File: config.mk
export PLATFORM = sky130hd
export DESIGN_NAME = tone_gen
export DESIGN_NICKNAME = d
export VERILOG_FILES = /design/src/rtl/tone_pkg.sv /design/src/rtl/tone_channel.sv /design/src/rtl/tone_gen.sv
export SDC_FILE = /design/constraint.sdc
export NUM_CORES = 1
export LEC_CHECK = 0
export ABC_AREA = 0
export CORE_UTILIZATION = 40
export DETAILED_ROUTE_END_ITERATION = 8
export HOLD_SLACK_MARGIN = 0.02
export SYNTH_ARGS = -nofsm -noshare
export SYNTH_HDL_FRONTEND = slang
export SYNTH_SLANG_ARGS = --single-unit
File: constraint.sdc
create_clock -name clk -period 4.37 [get_ports clk]
set_clock_uncertainty 0.05 [all_clocks]
set_input_delay 0.6555 -clock clk [delete_from_list [all_inputs] [get_ports clk]]
set_output_delay 0.6555 -clock clk [all_outputs]
set_load 0.02 [all_outputs]
File: src/rtl/tone_pkg.sv
// Shared types and constants for the four-channel tone generator.
package tone_pkg;

    typedef enum logic [1:0] {
        SQUARE = 2'd0,
        SAW    = 2'd1,
        TRI    = 2'd2,
        NOISE  = 2'd3
    } wave_e;

    // Register index as decoded from addr[4:2]
    localparam logic [2:0] CH0  = 3'd0;
    localparam logic [2:0] CH1  = 3'd1;
    localparam logic [2:0] CH2  = 3'd2;
    localparam logic [2:0] CH3  = 3'd3;
    localparam logic [2:0] CTRL = 3'd4;

    localparam logic [14:0] LFSR_SEED  = 15'h0001;
    localparam logic [7:0]  SAMPLE_MID = 8'h80;

endpackage

File: src/rtl/tone_channel.sv
// One tone voice: 16-bit phase accumulator, 15-bit noise LFSR and wave shaper
// with a registered unsigned 8-bit sample output.
module tone_channel
    import tone_pkg::*;
(
    input  logic        clk,
    input  logic        resetn,
    input  logic        tick,
    input  logic        clr,
    input  logic [15:0] freq,
    input  wave_e       wave,
    input  logic        en,
    output logic [7:0]  sample
);

    logic [15:0] phase;
    logic [14:0] lfsr;
    logic [16:0] sum;

    assign sum = {1'b0, phase} + {1'b0, freq};

    function automatic logic [7:0] shape(input wave_e w, input logic [15:0] ph,
                                         input logic [7:0] lf);
        case (w)
            SQUARE:  shape = ph[15] ? 8'hFF : 8'h00;
            SAW:     shape = ph[15:8];
            TRI:     shape = ph[15] ? ~ph[14:7] : ph[14:7];
            default: shape = lf;
        endcase
    endfunction

    // Clear and disable both dominate the tick; the LFSR steps only on phase wrap
    always_ff @(posedge clk) begin
        if (!resetn) begin
            phase  <= '0;
            lfsr   <= LFSR_SEED;
            sample <= SAMPLE_MID;
        end else begin
            if (clr || !en) begin
                phase <= '0;
                lfsr  <= LFSR_SEED;
            end else if (tick) begin
                phase <= sum[15:0];
                if (sum[16])
                    lfsr <= {lfsr[13:0], lfsr[14] ^ lfsr[13]};
            end
            sample <= en ? shape(wave, phase, lfsr[7:0]) : SAMPLE_MID;
        end
    end

endmodule

File: src/rtl/tone_gen.sv
// Four-channel NCO tone generator: bus register file, sample-tick prescaler,
// phase-clear control and the channel voices.
module tone_gen
    import tone_pkg::*;
#(
    parameter int N_CH    = 4,
    parameter int CLK_DIV = 256
) (
    input  logic        clk,
    input  logic        resetn,
    input  logic        valid,
    output logic        ready,
    input  logic [3:0]  wstrb,
    input  logic [31:0] addr,
    input  logic [31:0] wdata,
    output logic [31:0] rdata,
    output logic [7:0]  ch0,
    output logic [7:0]  ch1,
    output logic [7:0]  ch2,
    output logic [7:0]  ch3,
    output logic        tick
);

    localparam logic [15:0] DIV_LAST = 16'(CLK_DIV - 1);

    logic [15:0] freq_r [N_CH];
    wave_e       wave_r [N_CH];
    logic        en_r   [N_CH];
    logic [7:0]  samp   [N_CH];

    logic [2:0]  idx;
    logic        wr_en;
    logic        clr;
    logic [31:0] rd_mux;
    logic [15:0] div_cnt;
    logic        vld_p1;
    logic [31:0] rdata_p1;
    logic        unused_bits;

    assign idx         = addr[4:2];
    assign wr_en       = valid && (wstrb != 4'd0);
    assign clr         = wr_en && wstrb[0] && (idx == CTRL) && wdata[0];
    assign unused_bits = ^{addr[31:5], addr[1:0], wstrb[3], wdata[31:19]};

    always_ff @(posedge clk) begin
        if (!resetn) begin
            for (int i = 0; i < N_CH; i++) begin
                freq_r[i] <= '0;
                wave_r[i] <= SQUARE;
                en_r[i]   <= 1'b0;
            end
        end else if (wr_en) begin
            for (int i = 0; i < N_CH; i++) begin
                if (idx == 3'(i)) begin
                    if (wstrb[0]) freq_r[i][7:0]  <= wdata[7:0];
                    if (wstrb[1]) freq_r[i][15:8] <= wdata[15:8];
                    if (wstrb[2]) begin
                        wave_r[i] <= wave_e'(wdata[17:16]);
                        en_r[i]   <= wdata[18];
                    end
                end
            end
        end
    end

    always_comb begin
        rd_mux = '0;
        for (int i = 0; i < N_CH; i++) begin
            if (idx == 3'(i))
                rd_mux = {13'd0, en_r[i], wave_r[i], freq_r[i]};
        end
    end

    // Bus response stage: acknowledge and read data one cycle after the request
    always_ff @(posedge clk) begin
        if (!resetn) begin
            vld_p1   <= 1'b0;
            rdata_p1 <= '0;
        end else begin
            vld_p1   <= valid;
            rdata_p1 <= (valid && wstrb == 4'd0) ? rd_mux : '0;
        end
    end

    assign ready = vld_p1;
    assign rdata = rdata_p1;

    assign tick = (div_cnt == DIV_LAST);

    always_ff @(posedge clk) begin
        if (!resetn)
            div_cnt <= '0;
        else
            div_cnt <= tick ? 16'd0 : div_cnt + 16'd1;
    end

    for (genvar g = 0; g < N_CH; g++) begin : g_ch
        tone_channel u_ch (
            .clk    (clk),
            .resetn (resetn),
            .tick   (tick),
            .clr    (clr),
            .freq   (freq_r[g]),
            .wave   (wave_r[g]),
            .en     (en_r[g]),
            .sample (samp[g])
        );
    end

    assign ch0 = samp[0];
    assign ch1 = samp[1];
    assign ch2 = samp[2];
    assign ch3 = samp[3];

endmodule

==> metrics.cfg, run 1 <==
[power_and_ir_drop]
power_frac_comb_pct=5.1
p_int_uw=4370
p_clk_share_pct=47.1
pwr-share-seq_pct=47.8
swShare_pct=22.0
irDropWorstVdd_mv=0.288
p_leak_uw=0.00596
power.switching_uw=1230
p_per_area_mw_per_mm2=357

[worst_hold_path]
worstHoldPathCells=2
min_path_type=register to register

[sta]
tns_ps=0
timing.fmax_mhz=286
finalMaxSlewViolations=0
setup_viol=0
hold_violations=0
min_period_over_period_pct=80.1
rsz0062_at_grt=false
slew_headroom_pct=28.6
min_period_ps=3500
worstMarginPinSlew_ps=1070
hold_ws_ps=406

[clock_network]
cts.clk_slew.worst_paths_ps=60
cts.sinks=268
clock_path_buffers=3
cts_buffers=30
cts_resized=0
post-cts-setup-buffer-count=0
root_buffer=clkbuf_16
cts_max_level=1
clock_latency_ps=550
cts_tree=done
hold_buffers=0

[floorplanning]
core_region_area_sq_mm=0.0327
die_h_microns=185
rows=66
die_width_microns=185
initial_utilization_pct=40.9
die-area_sq_mm=0.0342
ios=137

[placement]
dp_hpwl_microns=24300
io_buffer_count=81
finalWeightedCongestion=0.880

[yosys]
async_reset_ff_share_pct=0
synthCells=1424
synth_top_cell_by_area=dfxtp_1
ys_top_cells_by_area=dfxtp_1 29%, edfxtp_1 16%, ha_1 6.1%, mux2i_1 5.7%, nand2_1 4.8%
netlist_area_sq_mm=0.0134
ys_seq_area_share_pct=45.5
synth-edff-count=73
yosysUniqueCellTypes=68
synth_area_per_cell_sq_um=9.40
synth_seq_cells=268
synth_top_area_share_pct=29.2
ys.flop_type=dfxtp_1
ys_warn_count=0

[cells_and_area]
final_cell_mix=195 x dfxtp_1, 170 x nand2_1, 134 x nor2_1, 105 x a21oi_1, 81 x clkdlybuf4s50_1
antenna_cells=0
final_common_cell=dfxtp_1
syn_to_final_growth_pct=17.0
nets=1631
drive_gt1_share_pct=5.94

[global_route]
grt_pass1_vias=9823
grt_max_degree=53
grt_pass1_wl_microns=53200
globalRouteOverflowTotal=0
grtUsageTotal_pct=19.8
antenna_found_initial=5

[setup_path]
crit_path_start_kind=register
critPathMaxFanout=15
reg2reg_depth=10
cp.arrival_ps=3870
end_kind=register
crit_required_ps=4740
crit_type=register to register

[route]
vias=10400
dr.pass1.iters=5
drc=0
drt.antenna.violating_nets=0
wl_microns=33800
drtIter0Drc=584
vias_per_cell=5.33
wl_per_cell_microns=17.3

[outcome]
status=completed

[flow_run]
cap_viol_max_count=0

## sequential cells by signal, summed over array words and instances (netlist names)
register          count
freq_r               64
g_ch.u_ch.phase      64
g_ch.u_ch.lfsr       60
g_ch.u_ch.sample     32
rdata                19
div_cnt              16
wave_r                8
en_r                  4
ready                 1
## power by group through the flow
stage	registers, uW	clock network [uW]	logic [uW]
2_1_floorplan	2680	0	209
3_3_place_gp	2730	0	278
3_5_place_dp	2730	0	282
4_1_cts	2670	2700	284
5_1_grt	2680	2790	313
6_report	2680	2640	285
## area by class of cell
type / instances / area (sq um)
tap: 442 / 553
timing repair buffer: 104 / 983
fill: 3090 / 17000
clock inverter: 8 / 118
sequential: 268 / 6100
multi-input combinational: 1074 / 6920
inverter: 13 / 48.8
clock buffer: 48 / 946
## kinds of logic after synthesis
group / after synthesis / share of synthesized area, %
AND/OR/NAND/NOR: 486 / 16.7
AO/OA/AOI/OAI: 340 / 16.3
flip-flops: 268 / 45.5
buffers and inverters: 94 / 3.21
XOR/XNOR: 90 / 5.89
multiplexers: 76 / 5.68
adder cells (fa/ha/maj): 69 / 6.67
other: 1 / 0.0280
## per-stage QoR
| step | cell area, sq um | instances | setup slack [ps] | utilization [%] | power [uW] |
|---|---|---|---|---|---|
| global placement | 14600 | 1901 | 927 | 44.7 | 3000 |
| CTS | 15700 | 1957 | 872 | 47.9 | 5660 |
| floorplan | 13400 | 1436 | 1350 | - | 2890 |
| detailed placement | 14600 | 1901 | 904 | 44.7 | 3010 |
| global route | 15700 | 1957 | 707 | 47.9 | 5780 |
| finish | 15700 | 1957 | 870 | 47.9 | 5600 |
## worst max-delay path, cell delays in order, from the launching register on
cell      delay (ps)
edfxtp_1         400
ha_1             250
fa_1             440
a211oi_2         240
nor2_1           100
o21bai_2         240
a31oi_2          180
a311o_1          450
a41oi_4          680
mux2i_1          260
nand2_1           60
## synthesized netlist by cell type, types with 7 or more instances
library cell  count
nor2_1          135
nor2b_1           9
edfxtp_1         73
and3_1           12
o21a_1            7
buf_4            13
xnor2_1          67
inv_1            12
o21bai_1          7
and2_1           68
o21ai_0          62
a31oi_1          15
nand2_1         170
dfxtp_1         195
xor2_1           23
a22oi_1          38
buf_1             9
clkbuf_1         55
a21oi_1         105
a211oi_1         45
nand3_1          47
a21o_1           26
mux2i_1          76
ha_1             65
## routing by layer
layer | vias up | global-route usage (%) | wire length [microns] | share of wire, %
met3 | 48 | 3.50 | 2130 | 6.3
met2 | 248 | 32.8 | 15800 | 47
met1 | 4933 | 26.5 | 15000 | 45
li1 | 5191 | - | - | -
met4 | 4 | 5.32 | 777 | 2.3
met5 | - | 0 | 24 | 0.071
## path summary, 6_finish.rpt
| check | start | end | slack [ps] |
|---|---|---|---|
| worst max-delay path | freq_r[2][0] | g_ch[2].u_ch.lfsr[0] | 870 |
| worst min-delay path | g_ch[1].u_ch.phase[3] | g_ch[1].u_ch.phase[3] | 410 |
| worst max register to register | freq_r[2][0] | g_ch[2].u_ch.lfsr[0] | 870 |
| worst min register to register | g_ch[1].u_ch.phase[3] | g_ch[1].u_ch.phase[3] | 410 |
No activity file was read; power rests on OpenSTA's default activity.
==> inputs of run 2 (changes only) <==
==> constraint.sdc (replaced) <==
create_clock -name clk -period 3.17 [get_ports clk]
set_clock_uncertainty 0.05 [all_clocks]
set_input_delay 0.4755 -clock clk [delete_from_list [all_inputs] [get_ports clk]]
set_output_delay 0.4755 -clock clk [all_outputs]
set_load 0.02 [all_outputs]
==> run 2 against run 1 <==
  * Fmax rose by 17%
  * Clock power rose by 40%
  * Worst setup slack worse by 700 ps
  * Sequential power grew 38%
  * First-iteration DRC count increased by 4.5%
  * Worst hold slack improved by 1.1 ps
  * Routed wire length is 2.0% lower
  * Sequential share of layout area down 0.54 points
  * Cell count grew 0.82%
  * Cell area up 1.4%
  * Critical path type unchanged
==> metrics.cfg, run 2 (synthesis results as in run 1) <==
[outcome]
status=completed  ; unchanged

[setup_path]
reg2reg_slack_ps=170  ; was 870 ps
worstPathCellList=ha_1 -> fa_1 -> a21o_1 -> a21o_1 -> a21oi_2 -> buf_4 -> o31ai_1 -> a211oi_1 -> nor3_2 -> buf_12 -> mux2i_1 -> nor2_1  ; was ha_1 -> fa_1 -> a211oi_2 -> nor2_1 -> o21bai_2 -> a31oi_2 -> a311o_1 -> a41oi_4 -> mux2i_1 -> nand2_1
critPathMaxFanout=15  ; unchanged
cp.arrival_ps=3390  ; was 3870 ps
crit_type=register to register  ; unchanged
reg2reg_from=freq_r[0][0]  ; was freq_r[2][0]
crit_path_start_kind=register  ; unchanged
cp_common_cell=a21o_1
crit_path_top_delay_cell=edfxtp_1  ; was a41oi_4
cp-startpoint=freq_r[0][0]  ; was freq_r[2][0]
critPathMaxStageDelay_ps=440  ; was 680 ps
end_kind=register  ; unchanged
crit_required_ps=3560  ; was 4740 ps

[sta]
setup_viol=0  ; unchanged
tns_ps=0  ; unchanged
min_period_ps=3000  ; was 3500 ps
worstMarginPinSlew_ps=1130  ; was 1070 ps
finalMaxSlewViolations=0  ; unchanged
rsz0062_at_grt=false  ; unchanged
min_period_over_period_pct=94.6  ; was 80.1%
slew_headroom_pct=24.2  ; was 28.6%
hold_violations=0  ; unchanged
timing.fmax_mhz=333  ; was 286 MHz

[cells_and_area]
nets=1648  ; was 1631
fin_area_sq_mm=0.0159  ; was 0.0157 sq mm
antenna_cells=0  ; unchanged
final_common_cell=dfxtp_1  ; unchanged
final_cell_mix=195 x dfxtp_1, 170 x nand2_1, 134 x nor2_1, 104 x a21oi_1, 81 x clkdlybuf4s50_1  ; was 195 x dfxtp_1, 170 x nand2_1, 134 x nor2_1, 105 x a21oi_1, 81 x clkdlybuf4s50_1
register_area_sq_mm=0.00610  ; unchanged
drive_gt1_share_pct=7.05  ; was 5.94%
fillers=3119  ; was 3090
multiInputGateArea_sq_mm=0.00695  ; was 0.00692 sq mm
largest_registers=freq_r: 64 flops, g_ch.u_ch.phase: 64 flops, g_ch.u_ch.lfsr: 60 flops  ; unchanged
syn_to_final_growth_pct=18.7  ; was 17.0%

[floorplanning]
die_h_microns=185  ; unchanged
core_region_area_sq_mm=0.0327  ; unchanged
ios=137  ; unchanged
initial_utilization_pct=40.9  ; unchanged
die-area_sq_mm=0.0342  ; unchanged
rows=66  ; unchanged
die_width_microns=185  ; unchanged

[clock_network]
cts.clk_slew.worst_paths_ps=60  ; about the same
clock_latency_ps=560  ; was 550 ps
clock_path_buffers=3  ; unchanged
cts_max_level=1  ; unchanged
root_buffer=clkbuf_16  ; unchanged
cts_buffers=31  ; was 30
cts_tree=done  ; unchanged
cts.sinks=268  ; unchanged

[power_and_ir_drop]
p_leak_uw=0.00606  ; was 0.00596 uW
swShare_pct=22.1  ; was 22.0%
p_per_area_mw_per_mm2=490  ; was 357 mW/mm^2
power_frac_comb_pct=5.1  ; about the same
power.switching_uw=1720  ; was 1230 uW
pwr-share-seq_pct=47.3  ; was 47.8%
p_clk_share_pct=47.6  ; was 47.1%
p_int_uw=6070  ; was 4370 uW
irDropWorstVdd_mv=0.404  ; was 0.288 mV

[worst_hold_path]
min_path_type=register to register  ; unchanged
hold_start=g_ch[3].u_ch.phase[4]  ; was g_ch[1].u_ch.phase[3]

[placement]
dp_hpwl_microns=24300  ; about the same
io_buffer_count=81  ; unchanged
place_area_sq_mm=0.0148  ; was 0.0146 sq mm
finalWeightedCongestion=0.882  ; was 0.880

[global_route]
grt_pass1_wl_microns=52600  ; was 53200 microns
grtUsageTotal_pct=19.6  ; was 19.8%
globalRouteOverflowTotal=0  ; unchanged
grt_max_degree=71  ; was 53
grt_pass1_vias=9727  ; was 9823
antenna_found_initial=3  ; was 5

[route]
drt.antenna.violating_nets=0  ; unchanged
vias_per_cell=5.25  ; was 5.33
vias=10400  ; about the same
drc=0  ; unchanged
drtIter0Drc=610  ; was 584
wl_microns=33100  ; was 33800 microns
dr.pass1.iters=5  ; unchanged
wl_per_cell_microns=16.8  ; was 17.3 microns

[flow_run]
cap_viol_max_count=0  ; unchanged

==> run 2: cell types whose count changed in the layout (fill, tap and decap cells not counted), sizes merged <==
cell | before | now
buf | 23 | 39
clkbuf | 48 | 50
clkinv | 4 | 2
==> run 2: final cells by class <==
type / count / area share, %
clock buffer: 50 / 6.10
sequential: 268 / 38.4
tap: 442 / 3.48
timing repair buffer: 120 / 7.34
clock inverter: 6 / 0.677
inverter: 13 / 0.307
multi-input combinational: 1074 / 43.7
==> run 2: power groups by stage <==
| stage | Clock, uW | Combinational (uW) | Sequential, uW |
|---|---|---|---|
| finish | 3700 | 398 | 3690 |
| global route | 3910 | 439 | 3690 |
| CTS | 3780 | 396 | 3680 |
| detailed placement | 0 | 394 | 3760 |
| global placement | 0 | 386 | 3760 |
| floorplan | 0 | 288 | 3690 |
==> run 2: metrics by stage <==
stage               utilization (%)  total power (uW)  setup WS [ps]  std cells  hold WS, ps
floorplan                         -              3980            150       1436          353
global placement               45.1              4140           30.4       1914          391
detailed placement             45.1              4150           23.3       1914          400
CTS                            48.4              7860           2.08       1970          409
global route                   48.6              8050           1.87       1973          421
finish                         48.6              7790            170       1973          407
==> run 2: path summary, 6_finish.rpt <==
| check | endpoint | cells after the start |
|---|---|---|
| max reg2reg | g_ch[0].u_ch.lfsr[10] | 12 |
| min reg2reg | g_ch[3].u_ch.phase[4] | 2 |
| max | g_ch[0].u_ch.lfsr[10] | 12 |
| min | g_ch[3].u_ch.phase[4] | 2 |
==> run 2: per-layer routing <==
layer,GRT usage [%],vias to the layer above,routed length (microns)
met5,0,-,0
met4,6.68,0,1100
met3,3.15,59,2040
met2,31.9,265,15200
met1,26.3,4813,14800
li1,-,5225,-
==> run 2: critical path: cells and delay by family (launching register included) <==
family / cells / cell delay, ps
simple gates: 2 / 150
mux: 1 / 160
fa+ha+maj: 2 / 680
flops: 1 / 440
compound gates: 5 / 1070
buf+inv: 2 / 320
==> run 2: repair_timing <==
item | 4_1_cts | 5_1_grt
endpoints found under the setup margin | 0 | 51
gates resized for setup | 0 | 6
hold buffers | 0 | 0
setup buffers | 0 | 3
==> inputs of run 3 (changes only) <==
--- a/config.mk
+++ b/config.mk
@@ -6,9 +6,11 @@
 export NUM_CORES = 1
 export LEC_CHECK = 0
 export ABC_AREA = 0
+export ABC_CLOCK_PERIOD_IN_PS = 3170
+export CORE_MARGIN = 2
 export CORE_UTILIZATION = 40
 export DETAILED_ROUTE_END_ITERATION = 8
-export HOLD_SLACK_MARGIN = 0.02
+export HOLD_SLACK_MARGIN = 0.1
 export SYNTH_ARGS = -nofsm -noshare
 export SYNTH_HDL_FRONTEND = slang
 export SYNTH_SLANG_ARGS = --single-unit
==> run 3 against run 2 <==
  * First-iteration DRC count increased by 3.4%
  * Count of clock-buffer cells in the layout fell by 5
  * Cell count hardly changed
  * Worst setup slack worse by 57 ps
  * Cell area is 0.44% lower
  * Register-to-register slack got worse by 60 ps
  * Combinational power hardly changed
==> metrics.cfg, run 3 (synthesis results as in run 1) <==
[route]
drtIter0Drc=631  ; was 610
dr.pass1.iters=5  ; unchanged
vias=10500  ; was 10400
vias_per_cell=5.33  ; was 5.25
wl_per_cell_microns=16.8  ; about the same
drc=0  ; unchanged
wl_microns=33200  ; was 33100 microns
drt.antenna.violating_nets=0  ; unchanged

[outcome]
status=completed  ; unchanged

[clock_network]
cts.clk_slew.worst_paths_ps=60  ; about the same
clock_path_buffers=3  ; unchanged
clock_latency_ps=550  ; was 560 ps
cts.sinks=268  ; unchanged
cts_buffers=31  ; unchanged
hold_buffers=0  ; unchanged
cts_tree=done  ; unchanged
root_buffer=clkbuf_16  ; unchanged
cts_max_level=1  ; unchanged

[cells_and_area]
register_area_sq_mm=0.00610  ; unchanged
final_common_cell=dfxtp_1  ; unchanged
largest_registers=freq_r: 64 flops, g_ch.u_ch.phase: 64 flops, g_ch.u_ch.lfsr: 60 flops  ; unchanged
final_cell_mix=195 x dfxtp_1, 170 x nand2_1, 134 x nor2_1, 104 x a21oi_1, 81 x clkdlybuf4s50_1  ; unchanged
drive_gt1_share_pct=7.05  ; unchanged
final_util_pct=48.2  ; was 48.6%
fillers=3118  ; was 3119
syn_to_final_growth_pct=18.1  ; was 18.7%
nets=1652  ; was 1648
multiInputGateArea_sq_mm=0.00693  ; was 0.00695 sq mm

[worst_hold_path]
hold_start=g_ch[3].u_ch.phase[4]  ; unchanged
min_path_type=register to register  ; unchanged
worstHoldPathCells=2  ; unchanged

[global_route]
busiest_layer=met2  ; unchanged
grt_pass1_wl_microns=52600  ; about the same
use_met3_pct=2.96  ; was 3.15%
antenna_found_initial=1  ; was 3
grt_util_met1_pct=24.7  ; was 26.3%
grt_pass1_vias=9922  ; was 9727
globalRouteOverflowTotal=0  ; unchanged
grtUsageTotal_pct=18.5  ; was 19.6%
use_met2_pct=30.8  ; was 31.9%
grt_max_degree=71  ; unchanged

[floorplanning]
ios=137  ; unchanged
rows=66  ; unchanged
die_h_microns=187  ; was 185 microns
initial_utilization_pct=40.8  ; was 40.9%
die_width_microns=187  ; was 185 microns
die-area_sq_mm=0.0349  ; was 0.0342 sq mm
core_region_area_sq_mm=0.0328  ; was 0.0327 sq mm

[power_and_ir_drop]
power_frac_comb_pct=5.3  ; was 5.1%
swShare_pct=22.2  ; was 22.1%
p_clk_share_pct=45.4  ; was 47.6%
power.total_uw=7480  ; was 7790 uW
p_int_uw=5820  ; was 6070 uW
p_leak_uw=0.00605  ; was 0.00606 uW
pwr-share-seq_pct=49.3  ; was 47.3%
p_per_area_mw_per_mm2=473  ; was 490 mW/mm^2
power.switching_uw=1660  ; was 1720 uW
irDropWorstVdd_mv=0.430  ; was 0.404 mV

[setup_path]
crit_type=register to register  ; unchanged
crit_required_ps=3560  ; about the same
cp-startpoint=freq_r[2][0]  ; was freq_r[0][0]
critPathMaxFanout=7  ; was 15
crit_path_start_kind=register  ; unchanged
cp.arrival_ps=3440  ; was 3390 ps
end_kind=register  ; unchanged
reg2reg_from=freq_r[2][0]  ; was freq_r[0][0]
reg2reg_depth=11  ; was 12

[sta]
worstMarginPinSlew_ps=833  ; was 1130 ps
finalMaxSlewViolations=0  ; unchanged
min_period_over_period_pct=96.5  ; was 94.6%
timing.fmax_mhz=327  ; was 333 MHz
hold_ws_ps=405  ; was 407 ps
slew_headroom_pct=44.5  ; was 24.2%
hold_violations=0  ; unchanged
tns_ps=0  ; unchanged
setup_viol=0  ; unchanged
min_period_ps=3060  ; was 3000 ps

[flow_run]
cap_viol_max_count=0  ; unchanged

[placement]
dp_hpwl_microns=24400  ; was 24300 microns
io_buffer_count=81  ; unchanged
finalWeightedCongestion=0.872  ; was 0.882

==> run 3: cell count changes in the layout (fill, tap and decap cells not counted), sizes merged <==
cell / delta
clkinv: +3
buf: +3
clkbuf: -4
clkinvlp: -1
bufinv: -1
diode: +1
==> run 3: through the flow <==
| step | std cells | area, sq um | setup slack, ps |
|---|---|---|---|
| floorplan | 1436 | 13400 | 150 |
| global route | 1973 | 15800 | -6.50 |
| detailed placement | 1919 | 14800 | -3.92 |
| CTS | 1971 | 15800 | 6.04 |
| finish | 1974 | 15800 | 112 |
| global placement | 1919 | 14800 | 30.8 |
==> run 3: final timing paths <==
path | to | slack [ps]
worst max-delay path | g_ch[2].u_ch.lfsr[5] | 110
worst min-delay path | g_ch[3].u_ch.phase[4] | 410
worst max register to register | g_ch[2].u_ch.lfsr[5] | 110
worst min register to register | g_ch[3].u_ch.phase[4] | 410
==> run 3: layout make-up <==
cell class	count	area share, %
timing repair buffer	124	7.67
multi-input combinational	1074	43.8
inverter	13	0.309
clock inverter	7	0.538
clock buffer	45	5.60
sequential	268	38.5
tap	442	3.50
antenna	1	0.0158
==> run 3: worst max-delay path, stage by stage, from the launching register on <==
cell       delay (ps)
edfxtp_1          410
ha_1              250
fa_2              390
a211oi_2          230
nor2_1            100
o21bai_2          200
a31oi_2           170
a311o_1           450
a41oi_4           250
clkbuf_16         220
mux2i_1           180
nor2_1             50
==> run 3: what timing repair did <==
action	in CTS	in global routing
cloned	0	1
pin swaps	1	3
resized for setup	0	3
buffers inserted	0	1
setup endpoints to repair	2	17
==> run 3: power groups by stage <==
stage,clock network [uW],registers [uW],logic (uW)
after global placement,0,3760,388
final,3390,3690,398
after CTS,3490,3690,396
after global routing,3610,3700,435
after floorplan,0,3690,288
after detailed placement,0,3760,393
==> run 3: layer usage <==
metal | vias up | routed length, microns
met5 | - | 0
met4 | 0 | 997
met3 | 56 | 1810
met2 | 249 | 15200
met1 | 4979 | 15200
li1 | 5232 | -
